## config.mk

```make
export PLATFORM = sky130hd
export DESIGN_NAME = icb_dma_master
export DESIGN_NICKNAME = d
export VERILOG_FILES = /design/src/rtl/icb_dma_master.sv
export SDC_FILE = /design/constraint.sdc
export NUM_CORES = 1
export LEC_CHECK = 0
export ABC_AREA = 1
export CAP_MARGIN = 40
export CORE_MARGIN = 2
export CORE_UTILIZATION = 48
export DETAILED_ROUTE_END_ITERATION = 6
export PLACE_DENSITY_LB_ADDON = 0.15
export SLEW_MARGIN = 10
export SYNTH_ARGS = -nofsm -noshare
export SYNTH_HDL_FRONTEND = slang
export SYNTH_SLANG_ARGS = --single-unit
```

## constraint.sdc

```tcl
create_clock -name clk -period 3.08 [get_ports clk]
set_input_delay 0.616 -clock clk [delete_from_list [all_inputs] [get_ports clk]]
set_output_delay 0.616 -clock clk [all_outputs]
set_load 0.05 [all_outputs]
```

## src/rtl/icb_dma_master.sv

```systemverilog
// icb_dma_master: single-outstanding ICB block mover between a 1-cycle-latency local SRAM and an ICB slave.
// Optional build macro ICB_DMA_ERR_ABORT_EN ends a block right after its first errored response.
module icb_dma_master #(
    parameter int ADDR_W  = 32,
    parameter int DATA_W  = 32,
    parameter int LADDR_W = 13
) (
    input  logic               clk,
    input  logic               rst_n,
    input  logic               start,
    input  logic               dir,
    input  logic [ADDR_W-1:0]  icb_base,
    input  logic [LADDR_W-1:0] loc_base,
    input  logic [LADDR_W-1:0] len,
    output logic               busy,
    output logic               done,
    output logic [LADDR_W-1:0] err_cnt,
    output logic               icb_cmd_valid,
    input  logic               icb_cmd_ready,
    output logic               icb_cmd_read,
    output logic [ADDR_W-1:0]  icb_cmd_addr,
    output logic [DATA_W-1:0]  icb_cmd_wdata,
    output logic [3:0]         icb_cmd_wmask,
    input  logic               icb_rsp_valid,
    output logic               icb_rsp_ready,
    input  logic [DATA_W-1:0]  icb_rsp_rdata,
    input  logic               icb_rsp_err,
    output logic               loc_rd_en,
    output logic [LADDR_W-1:0] loc_rd_addr,
    input  logic [DATA_W-1:0]  loc_rd_data,
    output logic               loc_wr_en,
    output logic [LADDR_W-1:0] loc_wr_addr,
    output logic [DATA_W-1:0]  loc_wr_data
);
    typedef enum logic [2:0] {IDLE, LRD, LAT, CMD, RSP, DONE} state_t;

    state_t             state, state_nxt;
    logic               dir_q;
    logic [ADDR_W-1:0]  icb_base_q;
    logic [LADDR_W-1:0] loc_base_q, len_q, idx, idx_inc;
    logic [DATA_W-1:0]  wdata_q;
    logic               rsp_fire, last_word, abort;

    assign idx_inc       = idx + 1'b1;
    assign last_word     = (idx_inc == len_q);
    assign rsp_fire      = (state == RSP) && icb_rsp_valid;
    assign icb_cmd_wmask = 4'hF;

`ifdef ICB_DMA_ERR_ABORT_EN
    // First error of the block: err_cnt is still zero when it arrives.
    assign abort = icb_rsp_err && (err_cnt == '0);
`else
    assign abort = 1'b0;
`endif

    // NOTE: sequential state uses non-blocking assignments so every register samples pre-edge values.
    always_ff @(posedge clk or negedge rst_n) begin
        if (!rst_n) state <= IDLE;
        else        state <= state_nxt;
    end

    // NOTE: every output of this block gets a default first, so no path can infer a latch.
    always_comb begin
        state_nxt     = state;
        busy          = (state != IDLE);
        done          = (state == DONE);
        icb_cmd_valid = 1'b0;
        icb_cmd_read  = 1'b0;
        icb_cmd_addr  = '0;
        icb_cmd_wdata = '0;
        icb_rsp_ready = 1'b0;
        loc_rd_en     = 1'b0;
        loc_rd_addr   = '0;
        case (state)
            IDLE: begin
                if (start) begin
                    if (len == '0) state_nxt = DONE;
                    else if (dir)  state_nxt = CMD;
                    else           state_nxt = LRD;
                end
            end
            LRD: begin
                loc_rd_en   = 1'b1;
                loc_rd_addr = loc_base_q + idx;
                state_nxt   = LAT;
            end
            LAT: state_nxt = CMD;
            CMD: begin
                // Fields come from registers only, so they hold steady while ready is low.
                icb_cmd_valid = 1'b1;
                icb_cmd_read  = dir_q;
                icb_cmd_addr  = icb_base_q + ADDR_W'({idx, 2'b00});
                icb_cmd_wdata = wdata_q;
                if (icb_cmd_ready) state_nxt = RSP;
            end
            RSP: begin
                icb_rsp_ready = 1'b1;
                if (icb_rsp_valid) begin
                    if (last_word || abort) state_nxt = DONE;
                    else if (dir_q)         state_nxt = CMD;
                    else                    state_nxt = LRD;
                end
            end
            DONE:    state_nxt = IDLE;
            default: state_nxt = IDLE;
        endcase
    end

    always_ff @(posedge clk or negedge rst_n) begin
        if (!rst_n) begin
            dir_q       <= 1'b0;
            icb_base_q  <= '0;
            loc_base_q  <= '0;
            len_q       <= '0;
            idx         <= '0;
            err_cnt     <= '0;
            wdata_q     <= '0;
            loc_wr_en   <= 1'b0;
            loc_wr_addr <= '0;
            loc_wr_data <= '0;
        end else begin
            loc_wr_en <= 1'b0;
            if (state == IDLE && start) begin
                dir_q      <= dir;
                icb_base_q <= icb_base;
                loc_base_q <= loc_base;
                len_q      <= len;
                idx        <= '0;
                err_cnt    <= '0;
            end
            if (state == LAT) wdata_q <= loc_rd_data;
            if (rsp_fire) begin
                idx <= idx_inc;
                if (icb_rsp_err && err_cnt != '1) err_cnt <= err_cnt + 1'b1;
                if (dir_q && !abort) begin
                    loc_wr_en   <= 1'b1;
                    loc_wr_addr <= loc_base_q + idx;
                    loc_wr_data <= icb_rsp_rdata;
                end
            end
        end
    end
endmodule

```

# Word level (Yosys, flattened, before mapping)
# Cells that the tools add are included.
dict set report classes {
  add_sub_neg 4
  eq_ne 10
  n_mux 22
  n_reduce_logical 9
}
# op n
set ops {}
lappend ops {{$mux W13} 6}
lappend ops {{$mux W32} 2}
lappend ops {{$add A32 B15 Y32} 1}
lappend ops {{$add A13 B1 Y13 const B} 2}
lappend ops {{$mux W3} 5}
lappend ops {{$pmux W3 S5} 1}
lappend ops {{$add A13 B13 Y13} 1}
lappend ops {{$eq A13 B13 Y1} 1}
lappend ops {{$logic_not A13 Y1} 1}
lappend ops {{$ne A13 B13 Y1 const B} 1}
lappend ops {{$eq A3 B2 Y1 const B} 2}
lappend ops {{$eq A3 B3 Y1 const B} 2}
lappend ops {{$mux W1} 6}
lappend ops {{$ne A2 B2 Y1 const B} 3}
lappend ops {{$mux W2} 2}
lappend ops {{$eq A3 B1 Y1 const B} 1}
lappend ops {{$logic_and A1 B1 Y1} 3}
lappend ops {{$logic_not A3 Y1} 1}
lappend ops {{$reduce_and A3 Y1} 1}
lappend ops {{$reduce_bool A3 Y1} 1}
lappend ops {{$reduce_and A2 Y1} 1}
lappend ops {{$reduce_bool A2 Y1} 1}
dict set report word_totals {
  reg_bits 166
  inputBits 129
  output_inout_bits 146
}

# Longest topological paths before layout
dict set report logic_depth {
  ltp_word 5
  ltp_mapped 16
  mapped_depth_nobuf 16
}

# Worst setup path after synthesis
# No wires, ideal clock.
dict set report synth_path {
  kind {reg2out}
  start {register idx[0]}
  end {output icb_cmd_addr[26]}
  arrival_time_ns 3.001
  t_required_ns 2.464
  slack_ns -0.537
  path_stages_with_launch 13
  n_path_buf 0
  cell_sequence {dfrtp_1 -> ha_1 -> inv_1 -> fa_1 -> inv_1 -> nand3_1 -> nand2_1 -> a21oi_1 -> o21ai_2 -> nand2_1 -> nor2_1 -> nor2_1 -> nor3_1}
}
dict set report synth_between {
  elab_chain_len 2
}
# element line_no
set synth_rtl {}
lappend synth_rtl {{start: declaration} 40} ;# logic [LADDR_W-1:0] loc_base_q, len_q, idx, idx_inc;
lappend synth_rtl {{start signal: assignment} 133} ;# idx <= idx_inc;
lappend synth_rtl {{$add A32 B15 Y32} 92} ;# icb_cmd_addr = icb_base_q + ADDR_W'({idx, 2'b00});
lappend synth_rtl {{$mux W32} 74} ;# case (state)
lappend synth_rtl {{end: declaration} 21} ;# output logic [ADDR_W-1:0] icb_cmd_addr,
# No other way between the ends.

# Worst setup path in the final report
dict set report layout_path {
  start {register idx[0]}
  end {output icb_cmd_addr[30]}
}
# Same word-level chain as after synthesis.

==> results.tsv <==
metric	value	unit
status	complete, but fails checks	
failing checks	setup timing	
DR iter-0 viols	452	
share of cells above drive strength 1	20.12	%
final worst slack	-0.1595	ns
Worst Clk Skew	0.01486	ns
critical path launch point type	register	
Max Freq	308.7	MHz
unrepaired setup endpoints after global routing	yes	
met3 wire length	1.555	mm
Detailed Route WL	27.61	mm
port buffer count	270	
Main synth FF type	dfrtp_1	
core area	18520	µm²
largest net degree at the start of global routing	87	
Synth Warn #	0	
CTS sink cnt	166	
DRT Pass-1 Iters	5	
final non-filler cell total	1735	
CP max FO	3	
IO Pins	275	
Gate Count Post-Synth	1187	
routed len/inst	15.91	µm
DRC viols	0	
Initial Util	48.47	%
gr usage total	27.33	%
Die Wd	140.7	µm
Netlist cell types	42	
CTS root buf	clkbuf_16	
Synth-to-Final Area Change	58.60	%
Slew HR	47.09	%
Placer Congestion	0.9001	
total grt overflow	0	
Slew @ Worst Pin	0.7936	ns
critical setup path kind	register to output port	
via count	8956	
Max Buffers Root-to-Sink	2	
MaxCap Viol Count	0	
initial antenna violation count	0	
nets@finish	1648	
Hold Path Class	primary input to asynchronous set/reset pin	
WL met1	11.34	mm
number of synthesized flops with an enable pin	0	
crit path time final	3.240	ns
register area share after synthesis	46.28	%
CTS Buf Count	17	
CTS tree	done	
dpl hpwl	19.25	mm
Hold WS	0.2356	ns
Seq cells post-synth	166	
Final Cycle Share	105.2	%
DIE HEIGHT	140.7	µm
Setup Viol. Count Final	17	
dpl cells	1682	
top sig layer	met4	
Worst EP arrival	2.62	ns
CTS clk-pin slew, worst paths	0.07	ns
# hold bufs at CTS	0	
first-pass GRT wire length	43.35	mm
CP Capture Type	output port	
number of global-route vias before repair	8713	
asr flop ratio synth	100.0	%
Vias/cell	5.162	
max-slew violations	0	
clock latency on the worst-skew pair	0.43	ns
Routed met2 length	13.95	mm
H-tree depth	4	
VDD IR max	0.4786	mV
die area	19810	µm²
cell area after synthesis	8975	µm²
power per standard cell area	977.0	nW/µm²
Worst EP required	2.46	ns
Fillers	1322	
final number of hold-violating endpoints	0	
Setup WS pre-CTS	0.06494	ns
Post-DRT Antenna Nets	0	
Antenna Cells	0	
most frequent cells in the layout	nand2_1 (365), clkdlybuf4s50_1 (191), dfrtp_1 (163)	
Register Area	4158	µm²
aggregate negative setup slack	-1.140	ns
commonest non-fill, non-tap cell in the layout	nand2_1	
Site Rows	50	
Leakage	6.613	nW
syn avg cell area	7.561	µm²
post-layout util	76.86	%
multi-input logic area	4731	µm²
==> power by group <==
| group | switching (W) | leakage, nW | internal [W] |
|---|---|---|---|
| Combinational | 0.00498 | 4.26 | 0.00297 |
| Clock | 0.000900 | 0.296 | 0.00138 |
| Sequential | 0.000588 | 2.06 | 0.00309 |
==> kinds of logic after synthesis <==
family          synth area share (%)
xor+xnor                       2.119
buf+inv                        8.267
other cells                  0.04178
flops                          46.28
simple gates                   28.16
fa+ha+maj                      4.210
compound gates                 10.92
==> repair_timing <==
item,4_1_cts,5_1_grt
gates cloned,0,0
setup buffers,10,13
pin swaps,26,24
resized for setup,79,60
endpoints found under the hold margin,0,0
setup endpoints to repair,28,29
==> registers in the layout (all words and copies together), names as in the netlist <==
name,cells
dir_q,1
err_cnt,13
icb_base_q,32
idx,13
len_q,13
loc_base_q,13
loc_wr_addr,13
loc_wr_data,32
loc_wr_en,1
state,3
wdata_q,32
==> per-layer routing <==
metal / up-vias / global-route usage (%)
met1: 4239 / 34.06
li1: 4364 / -
met5: - / 0
met3: 48 / 4.314
met2: 305 / 47.80
met4: 0 / 10.74
==> critical path, stage by stage (launching register included) <==
cell     delay (ns)
dfrtp_1        0.37
ha_2           0.21
inv_2          0.04
fa_2           0.35
inv_2          0.07
nand3_2        0.06
nand2_2        0.09
a21oi_4        0.08
o21ai_4        0.21
nand2_2        0.11
nor2_4         0.14
buf_6          0.13
nand3_2        0.06
nand2_2        0.10
nor2_4         0.04
buf_12         0.14
==> final timing paths <==
path	endpoint	startpoint	slack (ns)	depth (start not counted)
setup / recovery	icb_cmd_addr[30]	idx[0]	-0.16	15
hold / removal	wdata_q[19]	rst_n	0.24	1
setup reg to reg	state[1]	idx[1]	0.85	17
hold reg to reg	loc_wr_data[28]	loc_wr_data[28]	0.47	2
max in group asynchronous	idx[5]	rst_n	2.05	2
min in group clk	loc_wr_data[28]	loc_wr_data[28]	0.47	2
==> cells in the mapped netlist, types with 2 or more instances <==
library cell,number,area (µm²)
dfrtp_1,166,4154
inv_2,7,26.28
nand2_1,379,1423
o21bai_1,3,22.52
a31oi_1,4,25.02
buf_2,15,75.07
nor2_4,4,45.04
nor3_1,24,120.1
xor2_1,11,96.34
a21o_1,3,22.52
clkbuf_1,15,56.30
buf_1,3,11.26
nor2_8,2,40.04
buf_4,5,37.54
o21ai_1,2,10.01
xnor2_1,8,70.07
a21oi_1,75,375.4
nor4_1,3,18.77
nand3_1,51,255.2
o22ai_1,9,56.30
fa_1,2,40.04
nor2_2,2,12.51
nor3b_1,3,22.52
inv_1,123,461.7
o21ai_0,73,365.4
nor2_1,135,506.7
buf_6,6,67.56
ha_1,27,337.8
nand4_1,7,43.79
or2_2,2,12.51
o21ai_2,7,61.31
==> layout make-up <==
type / instances / share of cell area (%)
inverter: 131 / 3.472
timing repair buffer: 325 / 27.68
multi-input combinational: 849 / 33.24
tap: 234 / 2.057
sequential: 166 / 29.21
clock inverter: 11 / 1.231
clock buffer: 19 / 3.112
==> per-stage QoR <==
step                      cell area, µm²  total power (W)
after floorplan                     9042         0.008162
after global placement             12760          0.01104
after detailed placement           12800          0.01121
after CTS                          13860          0.01373
after global routing               14230          0.01468
final                              14230          0.01391
No activity file was read; power rests on OpenSTA's default activity.
